File: src/rtl/id_ex_pipe.sv
// rtl/id_ex_pipe.sv - ID/EX pipeline register with stall, flush and optional load-use hazard (ID_EX_HAZARD_EN)
module id_ex_pipe #(
    parameter int DATA_W = 32,
    parameter int REG_AW = 5
) (
    input  logic              clk_i,
    input  logic              rst_i,
    input  logic              stall_i,
    input  logic              flush_i,
    input  logic              id_valid_i,
    input  logic              id_RegDst_i,
    input  logic [1:0]        id_ALUOp_i,
    input  logic              id_ALUSrc_i,
    input  logic              id_RegWrite_i,
    input  logic              id_MemWrite_i,
    input  logic              id_MemRead_i,
    input  logic              id_MemtoReg_i,
    input  logic [DATA_W-1:0] id_rs_data_i,
    input  logic [DATA_W-1:0] id_rt_data_i,
    input  logic [DATA_W-1:0] id_imm_i,
    input  logic [REG_AW-1:0] id_rs_i,
    input  logic [REG_AW-1:0] id_rt_i,
    input  logic [REG_AW-1:0] id_rd_i,
    output logic              ex_RegDst_o,
    output logic [1:0]        ex_ALUOp_o,
    output logic              ex_ALUSrc_o,
    output logic              ex_RegWrite_o,
    output logic              ex_MemWrite_o,
    output logic              ex_MemRead_o,
    output logic              ex_MemtoReg_o,
    output logic [DATA_W-1:0] ex_rs_data_o,
    output logic [DATA_W-1:0] ex_rt_data_o,
    output logic [DATA_W-1:0] ex_imm_o,
    output logic [REG_AW-1:0] ex_rs_o,
    output logic [REG_AW-1:0] ex_rt_o,
    output logic [REG_AW-1:0] ex_rd_o,
    output logic              valid_o,
    output logic              hazard_o
);

    logic              r_valid;
    logic              r_RegDst;
    logic [1:0]        r_ALUOp;
    logic              r_ALUSrc;
    logic              r_RegWrite;
    logic              r_MemWrite;
    logic              r_MemRead;
    logic              r_MemtoReg;
    logic [DATA_W-1:0] r_rs_data;
    logic [DATA_W-1:0] r_rt_data;
    logic [DATA_W-1:0] r_imm;
    logic [REG_AW-1:0] r_rs;
    logic [REG_AW-1:0] r_rt;
    logic [REG_AW-1:0] r_rd;

    logic w_hazard;
    logic w_bubble;
    logic w_data_en;

`ifdef ID_EX_HAZARD_EN
    // A load in EX whose destination is read by the instruction in ID.
    assign w_hazard = r_valid & r_MemRead & (r_rt != '0)
                      & ((r_rt == id_rs_i) | (r_rt == id_rt_i));
`else
    assign w_hazard = 1'b0;
`endif

    assign w_bubble  = flush_i | w_hazard;
    assign w_data_en = w_bubble | ~stall_i;

    // Control fields are qualified by id_valid_i so a BUBBLE never writes state.
    always_ff @(posedge clk_i or posedge rst_i) begin
        if (rst_i) begin
            r_valid    <= 1'b0;
            r_RegDst   <= 1'b0;
            r_ALUOp    <= '0;
            r_ALUSrc   <= 1'b0;
            r_RegWrite <= 1'b0;
            r_MemWrite <= 1'b0;
            r_MemRead  <= 1'b0;
            r_MemtoReg <= 1'b0;
        end else if (w_bubble) begin
            r_valid    <= 1'b0;
            r_RegDst   <= 1'b0;
            r_ALUOp    <= '0;
            r_ALUSrc   <= 1'b0;
            r_RegWrite <= 1'b0;
            r_MemWrite <= 1'b0;
            r_MemRead  <= 1'b0;
            r_MemtoReg <= 1'b0;
        end else if (!stall_i) begin
            r_valid    <= id_valid_i;
            r_RegDst   <= id_RegDst_i & id_valid_i;
            r_ALUOp    <= id_ALUOp_i & {2{id_valid_i}};
            r_ALUSrc   <= id_ALUSrc_i & id_valid_i;
            r_RegWrite <= id_RegWrite_i & id_valid_i;
            r_MemWrite <= id_MemWrite_i & id_valid_i;
            r_MemRead  <= id_MemRead_i & id_valid_i;
            r_MemtoReg <= id_MemtoReg_i & id_valid_i;
        end
    end

    always_ff @(posedge clk_i or posedge rst_i) begin
        if (rst_i) begin
            r_rs_data <= '0;
            r_rt_data <= '0;
            r_imm     <= '0;
            r_rs      <= '0;
            r_rt      <= '0;
            r_rd      <= '0;
        end else if (w_data_en) begin
            r_rs_data <= id_rs_data_i;
            r_rt_data <= id_rt_data_i;
            r_imm     <= id_imm_i;
            r_rs      <= id_rs_i;
            r_rt      <= id_rt_i;
            r_rd      <= id_rd_i;
        end
    end

    assign valid_o       = r_valid;
    assign hazard_o      = w_hazard;
    assign ex_RegDst_o   = r_RegDst;
    assign ex_ALUOp_o    = r_ALUOp;
    assign ex_ALUSrc_o   = r_ALUSrc;
    assign ex_RegWrite_o = r_RegWrite;
    assign ex_MemWrite_o = r_MemWrite;
    assign ex_MemRead_o  = r_MemRead;
    assign ex_MemtoReg_o = r_MemtoReg;
    assign ex_rs_data_o  = r_rs_data;
    assign ex_rt_data_o  = r_rt_data;
    assign ex_imm_o      = r_imm;
    assign ex_rs_o       = r_rs;
    assign ex_rt_o       = r_rt;
    assign ex_rd_o       = r_rd;

endmodule

File: config.mk
export PLATFORM = sky130hd
export DESIGN_NAME = id_ex_pipe
export DESIGN_NICKNAME = d
export VERILOG_FILES = /design/src/rtl/id_ex_pipe.sv
export SDC_FILE = /design/constraint.sdc
export NUM_CORES = 1
export LEC_CHECK = 0
export BUFFER_PORTS_ARGS = -buffer_cell sky130_fd_sc_hd__buf_2
export CAP_MARGIN = 20
export CORE_UTILIZATION = 49
export DETAILED_ROUTE_END_ITERATION = 10
export GPL_ROUTABILITY_DRIVEN = 0
export PLACE_DENSITY_LB_ADDON = 0.05
export SKIP_LAST_GASP = 1
export SYNTH_ARGS = -nofsm -noshare
export SYNTH_HDL_FRONTEND = slang
export SYNTH_SLANG_ARGS = --single-unit
File: constraint.sdc
create_clock -name clk_i -period 6.05 [get_ports clk_i]
set_input_delay 1.21 -clock clk_i [delete_from_list [all_inputs] [get_ports clk_i]]
set_output_delay 1.21 -clock clk_i [all_outputs]
set_load 0.01 [all_outputs]
# Word level (Yosys, flattened, before mapping)
# Index checks and enable logic that the tools add are counted.
[word_totals] input_bits=124 wordCells=40 reg_bits=120 output_inout_bits=121
[classes] bitwise_logic=9 muxes=16 n_eq_ne=1
[op_table] op="1-bit 2-to-1 mux" count=14
[op_table] op="1-bit AND" count=6
[op_table] op="2-bit 2-to-1 mux" count=2
[op_table] op="2-bit AND" count=1
[op_table] op="2-bit by 1-bit != test with 1-bit output, second input constant" count=1
[op_table] op="1-bit NOT" count=1
[op_table] op="1-bit OR" count=1

# Logic depth before layout (Yosys ltp)
# Gate-level depths: netlist of the first run.
[depth] ltp_word=3 ltp_mapped=4 ltp_nobuf=2

# Worst setup path after synthesis of the first run
# Ideal clock, no wire load.
[synth_path] path_kind="in2reg" from="in flush_i" to="reg r_imm[15], in the netlist ex_imm_o[15]" setup_slack_ps=3944 path_stages=4 n_path_buf=2 t_required_ps=5925 arrival_ps=1981 setup_ps=125 cell_sequence="nand2b_1 -> buf_6 -> buf_8 -> mux2_4"
[synth_via] elab_chain_len=1
[synth_lines] element="from (decl)" line_no="9" source="input logic flush_i,"
[synth_lines] element="1-bit OR" line_no="69" source="assign w_data_en = w_bubble | ~stall_i;"
[synth_lines] element="to (signal assigned)" line_no="114" source="r_imm <= id_imm_i;"
[synth_lines] element="to (decl)" line_no="51" source="logic [DATA_W-1:0] r_imm;"
# Every way passes these cells.
# A chain may end at the register's enable or synchronous reset.

# Worst setup path after layout of the first run
[layout_path] from="in flush_i" to="reg r_imm[10], in the netlist ex_imm_o[10]"
# The elaborated chain is that of the path after synthesis.

==> out/results.md, run 1 <==
| Metric | Reported |
|:---|:---|
| TritonCTS Buffers | 17 |
| Result of the run | finished, final reports clean |
| RSZ-0062 raised after global routing | no |
| Syn nets | 385 |
| WS Path Type | in -> reg |
| Power per unit of standard cell area | 319.8 nW/µm² |
| Post-synthesis sequential area ratio | 61.54% |
| Cells after Synth | 261 |
| DRC marker count from the first detailed-route iteration | 103 |
| Post-CTS Setup Repair Bufs | 0 |
| Class of the most critical hold timing path | reg -> reg |
| Total number of vias | 3167 |
| Die Area | 10360 µm² |
| Setup violators final | 0 |
| Total track usage | 22.03% |
| Proportion of layout cells with a drive suffix above 1 | 74.57% |
| Setup TNS | 0 ns |
| Core Footprint | 9729 µm² |
| Type of destination of the critical path | flip-flop |
| Final clock period utilization by the worst path | 37.87% |
| Max Fanout on Critical Path | 98 |
| Worst Setup SP | flush_i |
| Antenna violations before repair | 0 |
| Commonest non-fill, non-tap cell in the layout | sky130_fd_sc_hd__buf_2 |
| Count of port buffers added during placement | 243 |
| Critical R2R Launch | ex_rs_o[4] |
| Worst-skew pair later-pin latency | 0.51 ns |
| Synthesis warning total | 0 |
| Via count of the first global-routing pass | 3243 |
| Pin count of the biggest net entering global routing | 99 |
| Cell Rows | 36 |
| Reg-to-Reg End | ex_rs_o[4] |
| Max Slew Vio Count | 0 |
| Mean cell area of the mapped netlist | 18.70 µm² |
| Maximum clock frequency | 0.4365 GHz |
| Hold Fails Final Rpt | 0 |
| First-pass detailed-route iteration total | 4 |
| Starting Density | 50.15% |
| Final setup skew | 0 ns |
| Global route total overflow | 0 |
| Die Y | 101.8 µm |
| Clock Path Buffers | 2 |
| Global-route wire length before repair | 16530 µm |
| Static Leak | 3.597 nW |
| Yosys top cell by area | sky130_fd_sc_hd__dfrtp_1 |
| Post-placement setup slack | 3.269 ns |
| I/O pin count | 245 |
| Slew @ Worst Pin | 0.8362 ns |
| Cts repair resizes | 0 |
| Type of element launching the critical path | input port |
| Arr. time, crit path | 2.69 ns |
| Routed WL | 10860 µm |
| Hold buffers post-CTS | 0 |
| Clock slew at the register clock pins of the worst setup and hold paths | 0.06 ns |
| Least setup slack across all paths after layout | 3.759 ns |
| Average detailed-routed wire length per instance | 16.55 µm |
| Average via count per standard cell | 4.828 |
| Clk sink count | 120 |
| VDD IR max | 0.0001547 V |
| HPWL Detailed | 7497 µm |
| Netlist area before placement | 4880 µm² |
| Reg2reg path depth | 1 |
| Synthesis-to-finish area growth | 37.26% |
| Inserted Diodes | 0 |
| Root Buffer | sky130_fd_sc_hd__clkbuf_8 |
| Most frequent cells in the layout | sky130_fd_sc_hd__buf_2 (243), sky130_fd_sc_hd__dfrtp_1 (120), sky130_fd_sc_hd__mux2_4 (90) |
| Dominant cells by area after synthesis | sky130_fd_sc_hd__dfrtp_1 (62%), sky130_fd_sc_hd__mux2_4 (28%), sky130_fd_sc_hd__mux2_2 (4.8%) |
| Post-synthesis register bit count | 120 |
| CP Capture Point | ex_imm_o[10] |
| Maximum capacitance violations | 0 |
| Number of different library cells in the post-synthesis netlist | 15 |
| Relative max-transition margin | 44.25% |
| Minimum clock period after layout | 2.291 ns |
| Number of nets still failing antenna checks after routing | 0 |
| DRC violations left | 0 |
| Number of H-tree levels | 4 |
| Area share of the largest cell type after synthesis | 61.54% |
| Critical Path RT | 6.45 ns |
| Clock tree from TritonCTS | done |
| Die X-Extent | 101.8 µm |
| Slack of the worst reg-to-reg path | 5.26 ns |
| Final core area utilization | 68.84% |
| Post-layout nets | 634 |
==> worst min-delay path by stage <==
| stage | startpoint | endpoint | slack (ns) | depth (start not counted) |
|---|---|---|---|---|
| 3_3_place_gp | ex_RegWrite_o | ex_RegWrite_o | 0.48 | 1 |
| 2_1_floorplan | ex_ALUOp_o[0] | ex_ALUOp_o[0] | 0.53 | 1 |
| 6_report | ex_RegDst_o | ex_RegDst_o | 0.50 | 1 |
| 3_5_place_dp | ex_rs_data_o[6] | ex_rs_data_o[6] | 0.49 | 1 |
| 4_1_cts | ex_rs_o[3] | ex_rs_o[3] | 0.50 | 1 |
| 5_1_grt | ex_rs_data_o[8] | ex_rs_data_o[8] | 0.51 | 1 |
==> area by class of cell <==
class | count | area (µm²)
Multi-Input combinational cell | 125 | 1709
Sequential cell | 120 | 3003
Fill cell | 741 | 3032
Clock inverter | 15 | 155.1
Clock buffer | 17 | 414.1
Tap cell | 133 | 166.4
Timing Repair Buffer | 245 | 1244
Inverter | 1 | 6.256
==> flip-flops by register name (all words and copies together) (netlist names), 2 cells and up <==
name          count
ex_imm_o         32
ex_rs_data_o     32
ex_rt_data_o     32
ex_rd_o           5
ex_rs_o           5
ex_rt_o           5
ex_ALUOp_o        2
==> cells in the mapped netlist <==
cell / instances
sky130_fd_sc_hd__dfrtp_1: 120
sky130_fd_sc_hd__mux2_4: 90
sky130_fd_sc_hd__mux2_2: 21
sky130_fd_sc_hd__buf_8: 9
sky130_fd_sc_hd__a32o_1: 8
sky130_fd_sc_hd__buf_2: 2
sky130_fd_sc_hd__clkbuf_1: 2
sky130_fd_sc_hd__nor2_1: 2
sky130_fd_sc_hd__buf_4: 1
sky130_fd_sc_hd__buf_6: 1
sky130_fd_sc_hd__conb_1: 1
sky130_fd_sc_hd__inv_1: 1
sky130_fd_sc_hd__mux2i_1: 1
sky130_fd_sc_hd__nand2b_1: 1
sky130_fd_sc_hd__nor2b_1: 1
==> metal layers <==
metal | routed length (µm) | GRT usage (%) | vias up | part of all wire [%]
li1 | - | - | 1431 | -
met2 | 5321 | 34.67 | 160 | 49
met3 | 961 | 8.834 | 29 | 8.9
met5 | 0 | 0 | - | 0
met4 | 359 | 13.94 | 0 | 3.3
met1 | 4214 | 25.08 | 1547 | 39
==> power breakdown <==
group          total (mW)  internal (mW)  switching [mW]
sequential          0.903          0.869          0.0345
combinational       0.292          0.164           0.128
clock               0.947          0.584           0.362
==> stage by stage <==
| stage | total power [mW] | cells | hold slack, ns | instance area [µm²] |
|---|---|---|---|---|
| after global placement | 1.203 | 624 | 0.4752 | 6128 |
| after floorplan | 1.087 | 261 | 0.5324 | 4880 |
| after CTS | 2.170 | 656 | 0.5039 | 6698 |
| final | 2.142 | 656 | 0.4973 | 6698 |
| after global routing | 2.235 | 656 | 0.5110 | 6698 |
| after detailed placement | 1.210 | 624 | 0.4874 | 6128 |
==> kinds of logic after synthesis <==
logic type	Yosys count	share of synthesized area, %
DFF	120	61.54
muxes	112	32.74
buffers and inverters	16	3.590
AOI/OAI and AO/OA	8	1.641
and+or+nand+nor	4	0.4105
other	1	0.07685
==> critical path, stage by stage <==
cell	delay (ns)
sky130_fd_sc_hd__buf_2	0.11
sky130_fd_sc_hd__nand2b_4	0.29
sky130_fd_sc_hd__buf_12	0.56
sky130_fd_sc_hd__mux2_2	0.41
(Power assumes the default switching activity.)
==> inputs of run 2 (changes only) <==
ABC_AREA = 1   (was not set)
CORE_UTILIZATION = 45   (was 49)
clock period = 2.3 ns   (was 6.05 ns; I/O delays follow)
==> run 2 against run 1 <==
  * Register-to-register slack worse by 3.6 ns
  * Critical endpoint is now ex_imm_o[17]
  * Flip-flop and latch count did not move
  * Setup slack worse by 3.0 ns
  * Routed wire length is 6.9% higher
  * Synthesized area decreased by 6.7%
  * Count of clock-buffer cells in the layout grew 6
  * Combinational power rose by 130%
  * Global-route usage up 0.62 points
  * Non-clock buffer count rose by 4
==> out/results.md, run 2 <==
| Metric | Reported | vs previous |
|:---|:---|:---|
| Result of the run | finished, final reports clean |  |
| Synthesis-to-finish area growth | 41.78% |  |
| Post-layout nets | 879 | +39% |
| Final core area utilization | 66.03% | -2.8 points |
| Clock slew at the register clock pins of the worst setup and hold paths | 0.05 ns | about the same |
| Yosys top cell by area | sky130_fd_sc_hd__dfrtp_1 |  |
| Share of power burned in registers | 42.2% | about the same |
| Number of nets still failing antenna checks after routing | 0 | unchanged |
| Final clock period utilization by the worst path | 65.28% |  |
| Delay of the slowest critical-path stage | 0.39 ns | -0.17 ns |
| Post-synthesis async set-or-reset flop share | 100.0% | unchanged |
| Cell Rows | 36 | unchanged |
| Die Area | 10520 µm² | +1.5% |
| Cell types with the highest counts after synthesis | sky130_fd_sc_hd__nand2_1 (353), sky130_fd_sc_hd__dfrtp_1 (120), sky130_fd_sc_hd__buf_2 (12), sky130_fd_sc_hd__buf_4 (12), sky130_fd_sc_hd__nand3_1 (8) |  |
| Most frequent cells in the layout | sky130_fd_sc_hd__nand2_1 (352), sky130_fd_sc_hd__buf_2 (243), sky130_fd_sc_hd__dfrtp_1 (120) |  |
| Flip-flop cell with the highest count after synthesis | sky130_fd_sc_hd__dfrtp_1 |  |
| Synthesis warning total | 0 | unchanged |
| Inserted Diodes | 0 | unchanged |
| Global route total overflow | 0 | unchanged |
| Fraction of the mapped netlist area in compound gates | 0% | -1.6 points |
| RSZ-0062 raised after global routing | no |  |
| Setup TNS | 0 ns | unchanged |
| Cells after Synth | 514 | +97% |
| Die X-Extent | 102.6 µm | +0.77% |
| First-pass detailed-route iteration total | 4 | unchanged |
| Minimum clock period after layout | 1.502 ns |  |
| Max Slew Vio Count | 0 | unchanged |
| Max Fanout on Critical Path | 2 | -98% |
| Psw | 1.355 mW | +160% |
| Number of buffers and inverters on the critical path | 1 | -1 |
| Mux contribution to synthesized area | 0% | -33 points |
| Power per unit of standard cell area | 869.6 nW/µm² | +170% |
| Slowest stage cell on the critical path | sky130_fd_sc_hd__dfrtp_1 |  |
| Commonest non-fill, non-tap cell in the layout | sky130_fd_sc_hd__nand2_1 |  |
| Post-synthesis sequential area ratio | 65.97% | +4.4 points |
| Routed WL | 11600 µm | +6.9% |
| Post-CTS Setup Repair Bufs | 0 | unchanged |
| Proportion of layout cells with a drive suffix above 1 | 36.72% | -38 points |
| Number of H-tree levels | 4 | unchanged |
| XOR/XNOR Fraction of Synth Area | 0% | unchanged |
| I/O pin count | 245 | unchanged |
| Antenna violations before repair | 1 | +1 |
| Clk sink count | 120 | unchanged |
| Number of different library cells in the post-synthesis netlist | 11 | -4 |
| Delay-heaviest family, CP | flip-flops |  |
| Via count of the first global-routing pass | 3862 | +19% |
| Class of the most critical hold timing path | in -> async |  |
| Clock Path Buffers | 2 | unchanged |
| Dominant combinational cell family by area after synthesis | simple AND/OR/NAND/NOR gates |  |
| Syn nets | 638 | +66% |
| Cts repair resizes | 0 | unchanged |
| Arr. time, crit path | 1.04 ns | -1.65 ns |
| Global-route wire length before repair | 17790 µm | +7.6% |
| Starting Density | 46.57% | -3.6 points |
| Share of power burned in the clock network | 45.9% | +1.7 points |
| Post-synthesis register bit count | 120 | unchanged |
| Sw Share | 24.15% | -0.37 points |
| Adder-cell share of the synthesized area | 0% | unchanged |
| DRC violations left | 0 | unchanged |
| Length of routed wiring on met1 | 4761 µm | +13% |
| Critical Path RT | 1.84 ns | -4.61 ns |
| DR WL met3 | 913 µm | -5.0% |
| WS Path Type | reg -> out |  |
| Maximum capacitance violations | 0 | unchanged |
| Maximum clock frequency | 0.6660 GHz |  |
| Hold buffers post-CTS | 0 | unchanged |
| Post-synthesis simple-gate area fraction | 30.15% | +30 points |
| Clock tree from TritonCTS | done |  |
| Worst-skew pair later-pin latency | 0.51 ns | about the same |
| Register area | 3003 µm² | unchanged |
| Average detailed-routed wire length per instance | 12.88 µm | -22% |
| Pin count of the biggest net entering global routing | 70 | -29% |
| HPWL Detailed | 8095 µm | +8.0% |
| Type of destination of the critical path | primary output |  |
| Internal power | 4.257 mW | +160% |
| Area share of the largest cell type after synthesis | 65.97% | +4.4 points |
| VDD IR max | 0.0004638 V | +200% |
| Relative max-transition margin | 54.66% | +10 points |
| Highest metal layer with signal wires | met4 |  |
| Area taken by multi-input logic gates | 1391 µm² | -19% |
| Final setup skew | 0 ns | unchanged |
| Die Y | 102.6 µm | +0.77% |
| Count of port buffers added during placement | 243 | unchanged |
| Hold Fails Final Rpt | 0 | unchanged |
| DRC marker count from the first detailed-route iteration | 137 | +33% |
| TritonCTS Buffers | 17 | unchanged |
| Core Footprint | 9774 µm² | +0.46% |
| Most frequent cell after synthesis | sky130_fd_sc_hd__nand2_1 |  |
| Total number of vias | 4068 | +28% |
| Dominant cells by area after synthesis | sky130_fd_sc_hd__dfrtp_1 (66%), sky130_fd_sc_hd__nand2_1 (29%), sky130_fd_sc_hd__buf_4 (2.0%) |  |
| Mean cell area of the mapped netlist | 8.856 µm² | -53% |
| Power share of the combinational group | 11.9% | -1.7 points |
| Static Leak | 3.820 nW | +6.2% |
| Met2 routed wirelength | 5592 µm | +5.1% |
| Total track usage | 22.65% | +0.62 points |
| Post-synth EDFFs | 0 | unchanged |
| Setup violators final | 0 | unchanged |
| Slew @ Worst Pin | 0.6801 ns | -0.1561 ns |
| Type of element launching the critical path | flip-flop |  |
| CP cell instances | buf_2 |  |
| Root Buffer | sky130_fd_sc_hd__clkbuf_8 |  |
| Average via count per standard cell | 4.515 | -6.5% |
| Total of fill cells in the finished design | 868 | +17% |
| Netlist area before placement | 4552 µm² | -6.7% |
## run 2: cell types whose count changed in the layout (fill, tap and decap cells not counted), moves of 3 or more
cell / delta
sky130_fd_sc_hd__nand2_1: +352
sky130_fd_sc_hd__mux2_4: -90
sky130_fd_sc_hd__mux2_2: -21
sky130_fd_sc_hd__a32o_1: -8
sky130_fd_sc_hd__nand3_1: +8
sky130_fd_sc_hd__clkbuf_1: +4
sky130_fd_sc_hd__clkinvlp_4: -4
sky130_fd_sc_hd__clkinv_4: -3
## run 2: logic make-up (layout without fill, tap and decap cells)
kind of cell	after synthesis	after routing
simple gates	363	363
flops	120	120
buf+inv	30	284
other cells	1	1
## run 2: cell type report
type                            instances  area share (%)
Timing Repair Buffer                  249           20.12
Inverter                                3          0.2326
Multi-Input combinational cell        364           21.56
Tap cell                              133           2.579
Sequential cell                       120           46.53
Clock inverter                          9           1.900
Clock buffer                           23           7.076
## run 2: layer usage
| metal | vias to the layer above | track usage, % |
|---|---|---|
| met1 | 1844 | 26.67 |
| met2 | 172 | 37.03 |
| li1 | 2027 | - |
| met4 | 0 | 12.20 |
| met5 | - | 0 |
| met3 | 25 | 7.254 |
## run 2: path summary, 6_finish.rpt
kind,start,end,slack (ns),depth (start not counted)
max,ex_imm_o[17],ex_imm_o[17],0.80,1
min,rst_i,ex_rd_o[4],0.04,3
max reg2reg,ex_imm_o[29],ex_imm_o[29],1.68,2
min reg2reg,ex_rs_data_o[3],ex_rs_data_o[3],0.46,2
max in group asynchronous,rst_i,ex_rs_data_o[6],1.65,3
min in group clk_i,id_rs_data_i[22],ex_rs_data_o[22],0.15,3
## run 2: power groups by stage
stage	combinational, mW	sequential, mW	clock (mW)
finish	0.670	2.37	2.58
global placement	0.668	2.39	0
detailed placement	0.682	2.40	0
floorplan	0.246	2.49	0
CTS	0.683	2.37	2.62
global route	0.757	2.39	2.73
## run 2: per-stage QoR
step	hold slack [ns]	power [mW]	std cells	area, µm²	setup slack, ns
3_5_place_dp	0.4527	3.080	869	5874	0.7119
3_3_place_gp	0.4478	3.062	869	5874	0.7503
4_1_cts	0.04963	5.673	901	6454	0.7667
5_1_grt	0.07168	5.875	901	6454	0.7501
2_1_floorplan	0.5073	2.732	514	4556	0.3707
6_report	0.03954	5.612	901	6454	0.7985
==> inputs of run 3 (changes only) <==
clock period = 1.5 ns   (was 2.3 ns; I/O delays follow)
==> run 3 against run 2 <==
  * Flip-flop and latch count unchanged
  * Final cell count grew 13%
  * Sequential share of layout area is 7.4 points lower
  * Sequential power increased by 54%
  * Critical path depth unchanged
  * Global-route usage is 3.9 points higher
  * Die area did not move
==> out/results.md, run 3 (same netlist as run 2, synthesis figures left out) <==
| Metric | Reported | vs previous |
|:---|:---|:---|
| HPWL Detailed | 8135 µm | +0.49% |
| Maximum capacitance violations | 0 | unchanged |
| Post-placement setup slack | 0.2752 ns | -0.4367 ns |
| Hold endpoint | ex_rs_data_o[11] |  |
| DR WL met3 | 1004 µm | +10% |
| Critical R2R Launch | ex_rs_data_o[19] |  |
| Worst hold start | id_rs_data_i[11] |  |
| Global-route wire length before repair | 21000 µm | +18% |
| Die X-Extent | 102.6 µm | unchanged |
| Static Leak | 4.331 nW | +13% |
| Starting Density | 46.57% | unchanged |
| Inserted Diodes | 0 | unchanged |
| Die Area | 10520 µm² | unchanged |
| Antenna violations before repair | 0 | -1 |
| Reg2reg path depth | 2 | unchanged |
| Via count of the first global-routing pass | 4488 | +16% |
| Least setup slack across all paths after layout | 0.1368 ns | -0.6617 ns |
| Arr. time, crit path | 1.06 ns | +0.02 ns |
| Class of the most critical hold timing path | in -> reg |  |
| Final Cell Area | 7679 µm² | +19% |
| Setup violators final | 0 | unchanged |
| Slack of the worst reg-to-reg path | 0.85 ns | -0.83 ns |
| Slowest stage cell on the critical path | sky130_fd_sc_hd__dfrtp_1 |  |
| Reg-to-Reg End | ex_rs_data_o[19] |  |
| TritonCTS Buffers | 17 | unchanged |
| First-pass detailed-route iteration total | 4 | unchanged |
| Global route total overflow | 0 | unchanged |
| Number of buffers and inverters on the critical path | 1 | unchanged |
| Post-layout nets | 993 | +13% |
| Maximum clock frequency | 0.7336 GHz |  |
| Commonest non-fill, non-tap cell in the layout | sky130_fd_sc_hd__nand2_1 |  |
| Cell Rows | 36 | unchanged |
| WS Path Type | reg -> out |  |
| Highest metal layer with signal wires | met4 |  |
| Number of H-tree levels | 4 | unchanged |
| DRC marker count from the first detailed-route iteration | 139 | +1.5% |
| Final clock period utilization by the worst path | 90.88% |  |
| Core Footprint | 9774 µm² | unchanged |
| Max Fanout on Critical Path | 2 | unchanged |
| Type of element launching the critical path | flip-flop |  |
| Final non-filler cell total | 1015 | +13% |
| Worst-skew pair later-pin latency | 0.51 ns | about the same |
| Result of the run | finished, final reports clean |  |
| Clock slew at the register clock pins of the worst setup and hold paths | 0.06 ns | about the same |
| Root Buffer | sky130_fd_sc_hd__clkbuf_8 |  |
| Post-placement cell area | 5939 µm² | +1.1% |
| Delay-heaviest family, CP | flip-flops |  |
| Average via count per standard cell | 4.523 | +0.18% |
| CP cell instances | buf_2 |  |
| Length of routed wiring on met1 | 5259 µm | +10% |
| Worst hold stages | 3 |  |
| Number of nets still failing antenna checks after routing | 0 | unchanged |
| Clock Path Buffers | 2 | unchanged |
| Power per unit of standard cell area | 1188 nW/µm² | +37% |
| Clk sink count | 120 | unchanged |
| Proportion of layout cells with a drive suffix above 1 | 32.65% | -4.1 points |
| Final core area utilization | 78.56% | +13 points |
| VDD IR max | 0.0006689 V | +44% |
| RSZ-0062 raised after global routing | no |  |
| Total track usage | 26.57% | +3.9 points |
| Count of port buffers added during placement | 243 | unchanged |
| Max Slew Vio Count | 0 | unchanged |
| Synthesis-to-finish area growth | 68.69% |  |
| Pin count of the biggest net entering global routing | 75 | +7.1% |
| I/O pin count | 245 | unchanged |
| Cell count along the critical path | 1 | unchanged |
| Average detailed-routed wire length per instance | 13.54 µm | +5.2% |
| Delay of the slowest critical-path stage | 0.40 ns | about the same |
| Met2 routed wirelength | 6945 µm | +24% |
| DRC violations left | 0 | unchanged |
| Type of destination of the critical path | primary output |  |
| Total number of vias | 4591 | +13% |
| Minimum clock period after layout | 1.363 ns |  |
| Critical Path RT | 1.20 ns | -0.64 ns |
| Routed WL | 13740 µm | +18% |
| Total of fill cells in the finished design | 656 | -24% |
| Final setup skew | 0 ns | unchanged |
| Die Y | 102.6 µm | unchanged |
| Total power | 9.124 mW | +63% |
| Hold Fails Final Rpt | 0 | unchanged |
| Number of placed instances with taps included | 871 | +0.23% |
| Clock tree from TritonCTS | done |  |
| Most frequent cells in the layout | sky130_fd_sc_hd__nand2_1 (352), sky130_fd_sc_hd__buf_2 (243), sky130_fd_sc_hd__dfrtp_1 (120) |  |
[run 3: worst max-delay path by stage]
stage	end	from	slack [ns]
after floorplan	ex_ALUOp_o[0]	rst_i	-0.27
final	ex_imm_o[10]	ex_imm_o[10]	0.14
after detailed placement	ex_rs_data_o[10]	flush_i	0.28
after global placement	ex_imm_o[17]	flush_i	0.31
after CTS	ex_rs_data_o[11]	ex_rs_data_o[11]	0.11
after global routing	ex_imm_o[10]	ex_imm_o[10]	0.09
[run 3: metal layers]
| metal | vias up | GRT usage (%) |
|---|---|---|
| met2 | 197 | 44.62 |
| li1 | 2255 | - |
| met1 | 2092 | 30.18 |
| met3 | 47 | 8.136 |
| met4 | 0 | 15.05 |
| met5 | - | 0 |
[run 3: per-stage QoR]
step | hold WS [ns] | setup TNS [ns]
final | 0.01816 | 0
after global routing | 0.008270 | 0
after CTS | 0.002471 | 0
after detailed placement | 0.4211 | 0
after global placement | 0.4214 | 0
after floorplan | 0.4167 | -32.32
[run 3: repair_timing]
item	in CTS	in global routing
hold endpoints to repair	231	0
setup buffers	0	0
hold buffers	112	0
gates resized for setup	0	0
[run 3: report_power, final]
part	internal (mW)	switching, mW	leakage (nW)
combinational	0.635	0.667	2.58
sequential	3.50	0.139	1.45
clock	2.77	1.41	0.299
[run 3: area by class of cell]
class / instances / area, µm² / share of cell area, %
clock buffers: 19 / 441.7 / 5.752
well taps: 133 / 166.4 / 2.167
repair buffers: 363 / 2485 / 32.36
multi-input cells: 364 / 1391 / 18.12
inverters: 3 / 15.01 / 0.1955
flip-flops and latches: 120 / 3003 / 39.11
clock inverters: 13 / 176.4 / 2.298
